### config.mk
export PLATFORM = sky130hd
export DESIGN_NAME = write_buffer
export DESIGN_NICKNAME = d
export VERILOG_FILES = /design/src/rtl/write_buffer.sv
export SDC_FILE = /design/constraint.sdc
export NUM_CORES = 1
export LEC_CHECK = 0
export BUFFER_PORTS_ARGS = -buffer_cell sky130_fd_sc_hd__buf_2
export CAP_MARGIN = 30
export CORE_MARGIN = 1
export CORE_UTILIZATION = 55
export CTS_CLUSTER_SIZE = 8
export DETAILED_ROUTE_END_ITERATION = 10
export HOLD_SLACK_MARGIN = 0.05
export PLACE_DENSITY = 0.76
export SYNTH_ARGS = -nofsm -noshare
export SYNTH_HDL_FRONTEND = slang
export SYNTH_SLANG_ARGS = --single-unit
### constraint.sdc
create_clock -name clk -period 3.7 [get_ports clk]
set_input_delay 0.185 -clock clk [delete_from_list [all_inputs] [get_ports clk]]
set_output_delay 0.185 -clock clk [all_outputs]
set_load 0.05 [all_outputs]
### src/rtl/write_buffer.sv
// write_buffer: write-through store FIFO between the data cache and main
// memory. Drains one entry per cycle when the memory port is free, forwards
// the newest buffered data to read misses, and supports a flush handshake.
module write_buffer #(
   parameter int unsigned DEPTH = 4,
   parameter int unsigned AW    = 8,
   parameter int unsigned DW    = 32
) (
   input  logic                     clk,
   input  logic                     rst,
   input  logic                     wr_req,
   input  logic [AW-1:0]            wr_addr,
   input  logic [DW-1:0]            wr_data,
   output logic                     wr_ready,
   input  logic                     rd_req,
   input  logic [AW-1:0]            rd_addr,
   output logic                     fwd_hit,
   output logic [DW-1:0]            fwd_data,
   output logic                     mem_we,
   output logic [AW-1:0]            mem_addr,
   output logic [DW-1:0]            mem_wdata,
   input  logic                     flush,
   output logic                     flush_done,
   output logic                     empty,
   output logic [$clog2(DEPTH):0]   count
);

   localparam int unsigned PW = $clog2(DEPTH);
   localparam int unsigned CW = PW + 1;

   typedef enum logic [1:0] {
      S_IDLE,
      S_DRAIN,
      S_FLUSH
   } state_t;

   state_t           state_q, state_d;
   logic [PW-1:0]    head_q, head_d;
   logic [PW-1:0]    tail_q, tail_d;
   logic [CW-1:0]    count_q, count_d;
   logic             flush_done_q, flush_done_d;
   logic [AW-1:0]    addr_q [DEPTH];
   logic [AW-1:0]    addr_d [DEPTH];
   logic [DW-1:0]    data_q [DEPTH];
   logic [DW-1:0]    data_d [DEPTH];

   logic             enq;
   logic             deq;

   // Port handshakes: a full buffer or an active flush blocks stores; read misses own the port.
   always_comb begin
      wr_ready = (count_q != CW'(DEPTH)) && (state_q != S_FLUSH);
      mem_we   = (count_q != CW'(0)) && !rd_req && (state_q != S_IDLE);
      enq      = wr_req && wr_ready;
      deq      = mem_we;
   end

   // Memory port and status outputs driven from the head entry and counters.
   always_comb begin
      mem_addr   = rd_req ? rd_addr : addr_q[head_q];
      mem_wdata  = data_q[head_q];
      empty      = (count_q == CW'(0));
      count      = count_q;
      flush_done = flush_done_q;
   end

   // Forwarding: scan valid entries oldest to newest so the newest match wins.
   always_comb begin
      logic [PW-1:0] idx;
      idx      = '0;
      fwd_hit  = 1'b0;
      fwd_data = '0;
      for (int unsigned k = 0; k < DEPTH; k++) begin
         idx = head_q + PW'(k);
         if ((CW'(k) < count_q) && (addr_q[idx] == rd_addr)) begin
            fwd_hit  = 1'b1;
            fwd_data = data_q[idx];
         end
      end
   end

   // Next-state: pointer/count update, entry write, and FSM transitions.
   always_comb begin
      state_d      = state_q;
      head_d       = head_q;
      tail_d       = tail_q;
      count_d      = count_q;
      flush_done_d = 1'b0;
      addr_d       = addr_q;
      data_d       = data_q;

      if (enq) begin
         addr_d[tail_q] = wr_addr;
         data_d[tail_q] = wr_data;
         tail_d         = tail_q + PW'(1);
      end
      if (deq) begin
         head_d = head_q + PW'(1);
      end
      if (enq && !deq) begin
         count_d = count_q + CW'(1);
      end else if (!enq && deq) begin
         count_d = count_q - CW'(1);
      end

      case (state_q)
         S_IDLE: begin
            if (flush) begin
               state_d = S_FLUSH;
            end else if (enq) begin
               state_d = S_DRAIN;
            end
         end
         S_DRAIN: begin
            if (flush) begin
               state_d = S_FLUSH;
            end else if (count_d == CW'(0)) begin
               state_d = S_IDLE;
            end
         end
         S_FLUSH: begin
            if (count_q == CW'(0)) begin
               state_d      = S_IDLE;
               flush_done_d = 1'b1;
            end
         end
         default: begin
            state_d = S_IDLE;
         end
      endcase
   end

   // Control registers with synchronous reset; reset discards pending stores.
   always_ff @(posedge clk) begin
      if (rst) begin
         state_q      <= S_IDLE;
         head_q       <= '0;
         tail_q       <= '0;
         count_q      <= '0;
         flush_done_q <= 1'b0;
      end else begin
         state_q      <= state_d;
         head_q       <= head_d;
         tail_q       <= tail_d;
         count_q      <= count_d;
         flush_done_q <= flush_done_d;
      end
   end

   // Entry storage needs no reset: only entries below count are ever observed.
   always_ff @(posedge clk) begin
      addr_q <= addr_d;
      data_q <= data_d;
   end

endmodule

==> qor.csv <==
stage,metric,value,unit
global_route,GR Overflow Total,0,
global_route,first-pass GRT wire length,37900,microns
pwr,combinational fraction of design power,27.5,%
placed_design,placed inst area,0.0112,sq mm
drt,# DRC,0,
worst_hold_path,Hold Path Sink,state_q[1],
cells_and_area,area growth from synthesis to layout,19.8,%
setup_path,R2R setup slack,1080,ps
setup_path,R2R cell count,9,
clock_tree,CTS Buf Count,17,
global_route,initial antenna violation count,0,
drt,Routed wire per std cell,20.9,microns
setup_path,capture point of the worst reg-to-reg path,state_q[0],
global_route,Overall Global Routing Usage,25.6,%
placed_design,port buffer count,132,
status,outcome,"finished, final reports clean",
setup_path,most frequent CP cell,buf_4,
cells_and_area,register area,0.00501,sq mm
die,I/O pin total,133,
timing,Least-Margin Pin Slew,653,ps
setup_path,Worst Path Required,3510,ps
timing,final setup fails,0,
timing,endpoints failing hold,0,
timing,Final min period,3610,ps
synth,"Seq/Total Area, Yosys",48.3,%
synth,"area leader, netlist",edfxtp_1,
die,Die ar.,0.0194,sq mm
placed_design,minimum setup slack after placement,332,ps
pwr,Max IR drop VDD,0.350,mV
timing,Slew HR,56.4,%
drt,DRT Pass-1 Iters,6,
die,FP Rows,49,
clock_tree,CTS tree,done,
setup_path,kind of critical path,flop to primary output,
setup_path,Crit-path slowest cell,or3_2,
cells_and_area,final instance area,0.0124,sq mm
synth,mean post-synth cell area,13.2,sq um
cells_and_area,area of the multi-input gates,0.00503,sq mm
clock_tree,# clock sinks,170,
pwr,Net Sw Frac,32.6,%
placed_design,gpl congestion,0.853,
clock_tree,Clock Root Buffer,clkbuf_16,
die,Initial Util,57.0,%
synth,YS warnings,0,
job,Max Cap Viol,0,
synth,count of state elements after synthesis,170,
pwr,Clk pwr share,30.9,%
pwr,Pint,3.84,mW
clock_tree,clk slew on worst S/H paths,70,ps
global_route,vias in the first global route,7251,
cells_and_area,share of post-route cells with drive strength above 1,36.1,%
worst_hold_path,hold path cells,2,
timing,Worst Skew,14.3,ps
timing,FMAX,277,MHz
synth,cell area after synthesis,0.0104,sq mm
die,Die Height,139,microns
setup_path,Critical Path End Type,primary output,
clock_tree,"Clk Latency, worst-skew pair",440,ps
synth,Post-synth top cells,"edfxtp_1 (160), nor2_1 (110), a21oi_1 (97)",
worst_hold_path,Hold Crit Start,rst,
setup_path,CP peak stage delay,520,ps
placed_design,dpl hpwl,15300,microns
timing,Final Worst Setup Slack,92.4,ps
cells_and_area,# diodes,0,
setup_path,Startpoint Class,flop,
setup_path,worst path arrival time,3420,ps
synth,top-count cell post-synth,edfxtp_1,
drt,Via density,6.38,
pwr,Flop pwr share,41.6,%
synth,Cells after Synth,785,
synth,ranking of synthesized cells by area,"edfxtp_1 (46%), mux4_2 (21%), a21oi_1 (4.7%)",
setup_path,reg2reg start,count[0],
drt,vias,7480,
synth,Yosys cell types,41,
timing,"Slew Viols, Final",0,
timing,fin crit share,97.5,%
clock_tree,CTS H-tree depth,4,
cells_and_area,Nets,992,
pwr,P_leak,4.21,nW
setup_path,Setup crit start,head_q[0],
setup_path,Worst Path Max Fanout,30,
synth,Yosys top cell area share,46.3,%
worst_hold_path,Hold Crit Class,primary input to flop,
die,die width,139,microns
cells_and_area,"Core Util, Final",68.3,%
drt,aggregate routed wire length,24500,microns
synth,Async SR Flop Fraction,0,%
clock_tree,Clock Path Buffers,2,
cells_and_area,fillers,1248,
synth,Post-synth EDFFs,160,
drt,DR iter-0 viols,600,
die,Core Box Area,0.0182,sq mm
drt,"antenna viol nets, final",0,
synth,Main synth FF type,edfxtp_1,
pwr,power density cells,458,mW/mm^2
synth,synthesized net count,846,
pwr,Net Switching,1.86,mW
global_route,pin count of the biggest net entering global routing,109,
timing,hold slack,66.0,ps
setup_path,worst path cell trace,"buf_6, buf_4, mux4_2, xnor2_1, nand3_1, or3_2, buf_4, a31oi_1, a21oi_1, clkbuf_4",
## stage by stage
stage | setup TNS, ps | total power [mW] | instances
floorplan | 0 | 3.58 | 785
global placement | 0 | 3.89 | 1095
detailed placement | 0 | 3.91 | 1095
CTS | 0 | 5.70 | 1170
global route | -21.5 | 5.90 | 1173
finish | 0 | 5.70 | 1173
## routing by layer
metal,global-route usage [%],wire length (microns)
met1,33.2,9770
met2,42.6,12300
met3,5.16,1890
met4,9.53,539
met5,0,0
## cell usage in the layout (no fill, tap or decap), types with 9 or more instances in the layout
cell type and instances:
buf_4 20, buf_2 116, clkbuf_4 9, clkbuf_16 18
o22ai_1 32, xnor2_1 33, a31oi_1 31, nor2_1 110
mux2i_1 33, mux4_2 95, mux2_2 40, edfxtp_1 160
dlygate4sd3_1 41, a21oi_1 94
## timing repair
item / CTS / global route
setup buffers: 2 / 0
hold endpoints to repair: 162 / 0
gates cloned: 0 / 1
gates resized for setup: 7 / 26
endpoints found under the setup margin: 32 / 32
hold buffers: 41 / 0
pin swaps: 0 / 0
## cell families (layout without fill, tap and decap cells)
group / after synthesis / after routing / synth area share, %
AOI/OAI and AO/OA: 169 / 169 / 9.13
xor gates and xnor gates: 37 / 37 / 3.12
adders and majority gates: 8 / 8 / 0.965
buffers and inverters: 80 / 239 / 3.63
DFF: 170 / 170 / 48.3
muxes: 169 / 169 / 28.4
and+or+nand+nor: 152 / 152 / 6.48
## critical path: cells and delay by family (launching register included)
family / cells / cell delay (ps)
buffers and inverters: 4 / 790
AND/OR/NAND/NOR: 2 / 630
AO/OA/AOI/OAI: 2 / 480
XOR/XNOR: 1 / 150
multiplexers: 1 / 500
flip-flops: 1 / 390
## state kept, by name, indices dropped and copies added, names as in the netlist
signal,flops
data_q,128
addr_q,32
count,3
head_q,2
state_q,2
tail_q,2
flush_done,1
## worst max-delay path by stage
stage / cells past startpoint / slack, ps / end
after global placement: 11 / 360 / fwd_data[19]
final: 10 / 90 / fwd_data[1]
after detailed placement: 11 / 330 / fwd_data[19]
after CTS: 11 / 2 / fwd_data[17]
after global routing: 11 / -20 / fwd_data[1]
after floorplan: 9 / 230 / fwd_data[30]
## layout make-up
cell class | count | area share (%)
multi-input cells | 535 | 40.5
flip-flops and latches | 170 | 40.3
repair buffers | 201 | 12.0
clock buffers | 17 | 3.42
well taps | 229 | 2.31
clock inverters | 15 | 1.27
inverters | 6 | 0.181
## power by group through the flow
stage	clock, mW	sequential (mW)	combinational (mW)
2_1_floorplan	0	2.40	1.18
3_3_place_gp	0	2.40	1.49
3_5_place_dp	0	2.41	1.50
4_1_cts	1.77	2.36	1.56
5_1_grt	1.85	2.38	1.67
6_report	1.76	2.37	1.57
Note: power is estimated with default switching activity, not from simulation.
